==> src/rtl/v6502_pkg.sv <==
// v6502 front-end shared definitions: bus widths and the fetch
// sequencer state encoding used by fetch_sequencer.
package v6502_pkg;

    localparam int ADDR_W   = 16;
    localparam int DATA_W   = 8;
    localparam int IB_LEN_W = 2;

    // Number of bytes the prime decoder can look at in one cycle.
    localparam int IB_WINDOW = 3;

    typedef enum logic [1:0] {
        FS_IDLE    = 2'd0,
        FS_PF_WAIT = 2'd1,
        FS_DT_WAIT = 2'd2,
        FS_PF_DROP = 2'd3
    } fs_state_t;

    // Bytes presented to the decoder: min(count, 3).
    function automatic logic [IB_LEN_W-1:0] ib_window(
        input logic [31:0] count
    );
        if (count >= 32'(IB_WINDOW)) begin
            return IB_LEN_W'(IB_WINDOW);
        end
        return count[IB_LEN_W-1:0];
    endfunction

endpackage

==> src/rtl/pf_queue_store.sv <==
// Prefetch queue byte storage: DEPTH x DATA_W, one write port and three
// combinational read taps at rd_ptr, rd_ptr+1, rd_ptr+2 (mod DEPTH).
// Ports: clk, rst_n, wr_en, wr_ptr, wr_data, rd_ptr, rd_byte0..2.
module pf_queue_store
    import v6502_pkg::*;
#(
    parameter int DEPTH = 16,
    parameter int PTR_W = 4
) (
    input  logic              clk,
    input  logic              rst_n,
    input  logic              wr_en,
    input  logic [PTR_W-1:0]  wr_ptr,
    input  logic [DATA_W-1:0] wr_data,
    input  logic [PTR_W-1:0]  rd_ptr,
    output logic [DATA_W-1:0] rd_byte0,
    output logic [DATA_W-1:0] rd_byte1,
    output logic [DATA_W-1:0] rd_byte2
);

    logic [DATA_W-1:0] mem_q [DEPTH];

    logic [PTR_W-1:0] tap1;
    logic [PTR_W-1:0] tap2;

    always_ff @(posedge clk or negedge rst_n) begin
        if (!rst_n) begin
            for (int i = 0; i < DEPTH; i++) begin
                mem_q[i] <= '0;
            end
        end else if (wr_en) begin
            mem_q[wr_ptr] <= wr_data;
        end
    end

    // Taps wrap naturally because the pointer is exactly log2(DEPTH) bits.
    always_comb begin
        tap1 = rd_ptr + PTR_W'(1);
        tap2 = rd_ptr + PTR_W'(2);
    end

    assign rd_byte0 = mem_q[rd_ptr];
    assign rd_byte1 = mem_q[tap1];
    assign rd_byte2 = mem_q[tap2];

endmodule

==> src/rtl/fetch_sequencer.sv <==
// v6502 front-end: shares one memory port between prefetch and data
// accesses (data first), keeps a circular byte queue for the decoder.
// Ports: mem_* memory port, dat_* execute access, ib_* decoder window,
// redirect/redirect_pc branch flush.
module fetch_sequencer
    import v6502_pkg::*;
#(
    parameter logic [ADDR_W-1:0] RESET_PC = 16'h0000,
    parameter int                QDEPTH   = 16
) (
    input  logic                clk,
    input  logic                rst_n,
    output logic                mem_req,
    output logic                mem_we,
    output logic [ADDR_W-1:0]   mem_addr,
    output logic [DATA_W-1:0]   mem_wdata,
    input  logic                mem_ack,
    input  logic [DATA_W-1:0]   mem_rdata,
    input  logic                dat_req,
    input  logic                dat_we,
    input  logic [ADDR_W-1:0]   dat_addr,
    input  logic [DATA_W-1:0]   dat_wdata,
    output logic                dat_done,
    output logic [DATA_W-1:0]   dat_rdata,
    output logic [IB_LEN_W-1:0] ib_avail,
    output logic [DATA_W-1:0]   ib_byte0,
    output logic [DATA_W-1:0]   ib_byte1,
    output logic [DATA_W-1:0]   ib_byte2,
    output logic [ADDR_W-1:0]   ib_pc,
    input  logic                ib_consume,
    input  logic [IB_LEN_W-1:0] ib_len,
    input  logic                redirect,
    input  logic [ADDR_W-1:0]   redirect_pc
);

    localparam int PTR_W = $clog2(QDEPTH);
    localparam int CNT_W = PTR_W + 1;

    fs_state_t         state_q,     state_d;
    logic              mem_req_q,   mem_req_d;
    logic              mem_we_q,    mem_we_d;
    logic [ADDR_W-1:0] mem_addr_q,  mem_addr_d;
    logic [DATA_W-1:0] mem_wdata_q, mem_wdata_d;
    logic              dat_done_q,  dat_done_d;
    logic [DATA_W-1:0] dat_rdata_q, dat_rdata_d;
    logic [CNT_W-1:0]  count_q,     count_d;
    logic [PTR_W-1:0]  rd_ptr_q,    rd_ptr_d;
    logic [PTR_W-1:0]  wr_ptr_q,    wr_ptr_d;
    logic [ADDR_W-1:0] fetch_pc_q,  fetch_pc_d;
    logic [ADDR_W-1:0] ib_pc_q,     ib_pc_d;

    logic             push;
    logic             pop_ok;
    logic             has_room;
    logic [CNT_W-1:0] pop_cnt;

    // ------------------------------------------------------------------
    // Memory port arbitration FSM
    // ------------------------------------------------------------------
    always_comb begin
        state_d     = state_q;
        mem_req_d   = mem_req_q;
        mem_we_d    = mem_we_q;
        mem_addr_d  = mem_addr_q;
        mem_wdata_d = mem_wdata_q;
        dat_done_d  = 1'b0;
        dat_rdata_d = dat_rdata_q;
        push        = 1'b0;
        has_room    = count_q < CNT_W'(QDEPTH);

        unique case (state_q)
            FS_IDLE: begin
                // While dat_done is high the requester still holds
                // dat_req for the finished access; do not restart it.
                if (!dat_done_q) begin
                    if (dat_req) begin
                        state_d     = FS_DT_WAIT;
                        mem_req_d   = 1'b1;
                        mem_we_d    = dat_we;
                        mem_addr_d  = dat_addr;
                        mem_wdata_d = dat_wdata;
                    end else if (has_room && !redirect) begin
                        state_d    = FS_PF_WAIT;
                        mem_req_d  = 1'b1;
                        mem_we_d   = 1'b0;
                        mem_addr_d = fetch_pc_q;
                    end
                end
            end
            FS_PF_WAIT: begin
                if (mem_ack) begin
                    state_d   = FS_IDLE;
                    mem_req_d = 1'b0;
                    push      = !redirect;
                end else if (redirect) begin
                    // Bus cycle cannot be cancelled; let it finish
                    // and discard the byte.
                    state_d = FS_PF_DROP;
                end
            end
            FS_PF_DROP: begin
                if (mem_ack) begin
                    state_d   = FS_IDLE;
                    mem_req_d = 1'b0;
                end
            end
            FS_DT_WAIT: begin
                if (mem_ack) begin
                    state_d     = FS_IDLE;
                    mem_req_d   = 1'b0;
                    dat_done_d  = 1'b1;
                    dat_rdata_d = mem_rdata;
                end
            end
            default: begin
                state_d   = FS_IDLE;
                mem_req_d = 1'b0;
            end
        endcase
    end

    // ------------------------------------------------------------------
    // Queue pointers, occupancy and program counters
    // ------------------------------------------------------------------
    always_comb begin
        rd_ptr_d   = rd_ptr_q;
        wr_ptr_d   = wr_ptr_q;
        count_d    = count_q;
        fetch_pc_d = fetch_pc_q;
        ib_pc_d    = ib_pc_q;

        // Legality uses the occupancy before this cycle's push.
        pop_ok  = ib_consume
               && (ib_len != '0)
               && (CNT_W'(ib_len) <= count_q);
        pop_cnt = pop_ok ? CNT_W'(ib_len) : '0;

        if (redirect) begin
            count_d    = '0;
            rd_ptr_d   = wr_ptr_q;
            fetch_pc_d = redirect_pc;
            ib_pc_d    = redirect_pc;
        end else begin
            if (push) begin
                wr_ptr_d   = wr_ptr_q + PTR_W'(1);
                fetch_pc_d = fetch_pc_q + ADDR_W'(1);
            end
            if (pop_ok) begin
                rd_ptr_d = rd_ptr_q + PTR_W'(ib_len);
                ib_pc_d  = ib_pc_q + ADDR_W'(ib_len);
            end
            count_d = count_q + CNT_W'(push) - pop_cnt;
        end
    end

    always_ff @(posedge clk or negedge rst_n) begin
        if (!rst_n) begin
            state_q     <= FS_IDLE;
            mem_req_q   <= 1'b0;
            mem_we_q    <= 1'b0;
            mem_addr_q  <= '0;
            mem_wdata_q <= '0;
            dat_done_q  <= 1'b0;
            dat_rdata_q <= '0;
            count_q     <= '0;
            rd_ptr_q    <= '0;
            wr_ptr_q    <= '0;
            fetch_pc_q  <= RESET_PC;
            ib_pc_q     <= RESET_PC;
        end else begin
            state_q     <= state_d;
            mem_req_q   <= mem_req_d;
            mem_we_q    <= mem_we_d;
            mem_addr_q  <= mem_addr_d;
            mem_wdata_q <= mem_wdata_d;
            dat_done_q  <= dat_done_d;
            dat_rdata_q <= dat_rdata_d;
            count_q     <= count_d;
            rd_ptr_q    <= rd_ptr_d;
            wr_ptr_q    <= wr_ptr_d;
            fetch_pc_q  <= fetch_pc_d;
            ib_pc_q     <= ib_pc_d;
        end
    end

    pf_queue_store #(
        .DEPTH (QDEPTH),
        .PTR_W (PTR_W)
    ) u_store (
        .clk      (clk),
        .rst_n    (rst_n),
        .wr_en    (push),
        .wr_ptr   (wr_ptr_q),
        .wr_data  (mem_rdata),
        .rd_ptr   (rd_ptr_q),
        .rd_byte0 (ib_byte0),
        .rd_byte1 (ib_byte1),
        .rd_byte2 (ib_byte2)
    );

    assign mem_req   = mem_req_q;
    assign mem_we    = mem_we_q;
    assign mem_addr  = mem_addr_q;
    assign mem_wdata = mem_wdata_q;
    assign dat_done  = dat_done_q;
    assign dat_rdata = dat_rdata_q;
    assign ib_pc     = ib_pc_q;
    assign ib_avail  = ib_window(32'(count_q));

endmodule

==> config.mk <==
export PLATFORM = sky130hd
export DESIGN_NAME = fetch_sequencer
export DESIGN_NICKNAME = d
export VERILOG_FILES = /design/src/rtl/v6502_pkg.sv /design/src/rtl/pf_queue_store.sv /design/src/rtl/fetch_sequencer.sv
export SDC_FILE = /design/constraint.sdc
export NUM_CORES = 1
export LEC_CHECK = 0
export BUFFER_PORTS_ARGS = -buffer_cell sky130_fd_sc_hd__buf_2
export CAP_MARGIN = 20
export CORE_MARGIN = 2
export CORE_UTILIZATION = 38
export CTS_CLUSTER_DIAMETER = 30
export DETAILED_ROUTE_END_ITERATION = 10
export GPL_TIMING_DRIVEN = 1
export PLACE_DENSITY_LB_ADDON = 0.1
export RECOVER_POWER = 100
export SYNTH_ARGS = -nofsm -noshare
export SYNTH_HDL_FRONTEND = slang
export SYNTH_SLANG_ARGS = --single-unit
==> constraint.sdc <==
create_clock -name clk -period 3.2 [get_ports clk]
set_input_delay 0.32 -clock clk [delete_from_list [all_inputs] [get_ports clk]]
set_output_delay 0.32 -clock clk [all_outputs]
set_load 0.005 [all_outputs]
==> impl_metrics.env <==
export IMPL_crit_type="flip-flop to output port"
export IMPL_drtIter0Drc=475
export IMPL_power_density_mw_per_mm2=1000
export IMPL_post_route_min_period_ns=3.11
export IMPL_grt_max_degree=87
export IMPL_drv_cap=2
export IMPL_status="finished with violations"
export IMPL_power_mw=15.6
export IMPL_crit_path_start_kind="flip-flop"
export IMPL_synth_edf_count=0
export IMPL_slew_headroom_pct=-24.6
export IMPL_cts_max_path_buffers=3
export IMPL_drtPass1Iterations=4
export IMPL_grt_setup_unrepaired="no"
export IMPL_yosys_warnings=0
export IMPL_antenna_found_initial=0
export IMPL_netlist_area_mm2=0.0123
export IMPL_path_clk_slew_ns=0.05
export IMPL_yosysUniqueCellTypes=64
export IMPL_fillers=2854
export IMPL_dp_hpwl_um=23000
export IMPL_fmax_mhz=322
export IMPL_vdd_ir_drop_max_uv=550
export IMPL_postLayoutCoreUtil_pct=49.2
export IMPL_required_ns=2.88
export IMPL_seq_area_mm2=0.00526
export IMPL_min_delay_start="redirect_pc[6]"
export IMPL_min_path_cells=2
export IMPL_regToRegEndpoint="count_q[4]"
export IMPL_synth_cells=924
export IMPL_worstReg2RegStart="count_q[1]"
export IMPL_syn_nets=1006
export IMPL_async_flop_share_pct=100
export IMPL_rows=65
export IMPL_diodes=0
export IMPL_post_place_ws_ns=0.344
export IMPL_wl_per_cell_um=22.8
export IMPL_multi_input_area_mm2=0.00650
export IMPL_post_place_cells=1422
export IMPL_cts_tree="built"
export IMPL_portBuffers=133
export IMPL_gr_total_overflow=0
export IMPL_violations="capacitance limit, slew limit"
export IMPL_dieArea_mm2=0.0338
export IMPL_hold_path_class="input port to flip-flop"
export IMPL_fin_crit_sh_pct=97.0
export IMPL_root_buffer="clkbuf_16"
export IMPL_grt_usage_pct=21.7
export IMPL_vias=8820
export IMPL_synth_seq_cells=210
export IMPL_final_hold_violation_count=0
export IMPL_setup_slack_ns=0.0946
export IMPL_coreArea_mm2=0.0317
export IMPL_die_w_um=184
export IMPL_layout_nets=1188
export IMPL_gp_congestion=0.776
export IMPL_grt_pass1_vias=9063
export IMPL_drive_above_1_share_pct=42.2
export IMPL_h_tree_depth=2
export IMPL_reg2reg_depth=12
export IMPL_ant_nets=0
export IMPL_finalSetupViolCount=0
export IMPL_die_h_um=184
export IMPL_hold_path_end="fetch_pc_q[6]"
export IMPL_insertion_delay_ns=0.58
export IMPL_avgSynthCellArea_um2=13.3
export IMPL_ios=134
export IMPL_grt_pass1_wl_um=54900
export IMPL_arrival_ns=2.79
export IMPL_synthFlopType="dfrtp_1"
export IMPL_worst_pin_slew_ns=1.87
export IMPL_cp_max_fo=20
export IMPL_cts_buffers=60
export IMPL_leakage_nw=6.98
export IMPL_ys_seq_area_share_pct=42.8
export IMPL_finalNonFillerCells=1560
export IMPL_start_util_pct=38.7
export IMPL_final_setup_tns_ns=0
export IMPL_skew_ns=0.0181
export IMPL_area_growth_syn_to_layout_pct=27.2
export IMPL_drc=0
export IMPL_routed_wl_um=35500
export IMPL_r2r_slack_ns=0.32
export IMPL_final_max_slew_viol_count=73
export IMPL_cts_sinks=210
export IMPL_cp_end_kind="output port"
export IMPL_via_per_inst=5.65
-- what timing repair did --
action,in CTS,in global routing
gates resized for setup,1,0
endpoints found under the hold margin,99,0
buffers inserted,0,5
cloned,0,1
pin swaps,0,1
hold buffers,18,0
endpoints found under the setup margin,8,3
-- final cells by class --
class	count	area share (%)
flip-flops and latches	210	33.7
clock inverters	44	3.52
clock buffers	70	10.3
multi-input cells	620	41.6
inverters	28	0.673
well taps	402	3.22
repair buffers	186	6.98
-- kinds of logic (layout without fill, tap and decap cells) --
| group | after synthesis | in the layout | share of synthesized area (%) |
|---|---|---|---|
| mux | 275 | 275 | 34.5 |
| flops | 210 | 210 | 42.8 |
| simple gates | 192 | 192 | 8.32 |
| compound gates | 108 | 108 | 6.11 |
| buf+inv | 94 | 328 | 3.81 |
| fa+ha+maj | 25 | 25 | 2.73 |
| xor+xnor | 20 | 20 | 1.73 |
-- flip-flops by register name, summed over array words and instances, names as in the netlist --
| name | flops |
|---|---|
| mem_addr | 16 |
| fetch_pc_q | 16 |
| mem_wdata | 8 |
| u_store.mem_q | 128 |
| state_q | 2 |
| mem_we | 1 |
| ib_pc | 16 |
| wr_ptr_q | 4 |
| dat_rdata | 8 |
| mem_req | 1 |
| dat_done | 1 |
| count_q | 5 |
| rd_ptr_q | 4 |
-- how the worst max path moves through the flow --
stage	to	from	depth (start not counted)
6_report	ib_byte2[1]	rd_ptr_q[2]	5
5_1_grt	ib_byte0[0]	rd_ptr_q[0]	4
4_1_cts	ib_byte1[1]	rd_ptr_q[0]	6
3_5_place_dp	count_q[4]	ib_len[1]	12
3_3_place_gp	count_q[4]	ib_len[1]	14
2_1_floorplan	count_q[4]	count_q[1]	16
-- metrics by stage --
step	hold slack (ns)	instance area (um^2)
2_1_floorplan	0.0244	12300
3_3_place_gp	0.402	13400
3_5_place_dp	0.402	13400
4_1_cts	0.00520	15700
5_1_grt	0.0412	15600
6_report	0.0289	15600
-- placed cells by master, fill, tap and decap left out, drive strengths merged, types with 7 or more instances in the layout --
| master | n |
|---|---|
| dfrtp | 210 |
| mux2 | 145 |
| clkbuf | 119 |
| buf | 118 |
| mux4 | 104 |
| nand2 | 80 |
| inv | 30 |
| mux2i | 26 |
| o21ai | 26 |
| clkinv | 24 |
| nand3 | 23 |
| nor2 | 22 |
| ha | 22 |
| dlygate4sd3 | 18 |
| a31oi | 16 |
| a21oi | 13 |
| xnor2 | 11 |
| bufinv | 11 |
| nand4 | 10 |
| or4 | 9 |
| o31ai | 9 |
| xor2 | 9 |
| a32oi | 8 |
| o311a | 8 |
| clkinvlp | 7 |
-- power breakdown --
group	switching [mW]	leakage (nW)	internal (mW)	total [mW]
registers	0.611	2.73	3.34	3.95
logic	2.77	3.19	2.63	5.40
clock network	1.83	1.05	4.46	6.29
total	5.21	6.98	10.4	15.6
-- synthesized netlist by cell type, types with 9 or more instances --
cell type  instances  area [um^2]
buf_6              9          101
a21oi_1           13         65.1
o21ai_0           24          120
inv_1             27          101
nand4_1           10         62.6
a31oi_1           16          100
nor2_1            22         82.6
mux2i_1           26          260
mux4_2           103         2320
o31ai_1            9         67.6
or4_1              9         67.6
mux2_2           145         1630
ha_1              22          275
dfrtp_1          210         5260
xnor2_1           11         96.3
buf_2             16         80.1
nand2_1           68          255
clkbuf_1          30          113
nand3_1           19         95.1
nand2_2           12         75.1
-- per-layer routing --
metal  vias up  wire length [um]  part of all wire [%]  GRT usage [%]
li1       3949                 -                     -              -
met1      4626             16800                    47           31.1
met2       190             16500                    46           33.6
met3        55              1460                   4.1           3.65
met4         0               722                   2.0           7.26
met5         -                 0                     0              0
-- critical path, stage by stage, from the launching register on --
cell and delay (ns):
dfrtp_2 0.46, ha_1 0.32, buf_4 0.34, mux4_2 0.38, mux4_2 0.54, buf_2 0.16
(Power assumes the default switching activity.)
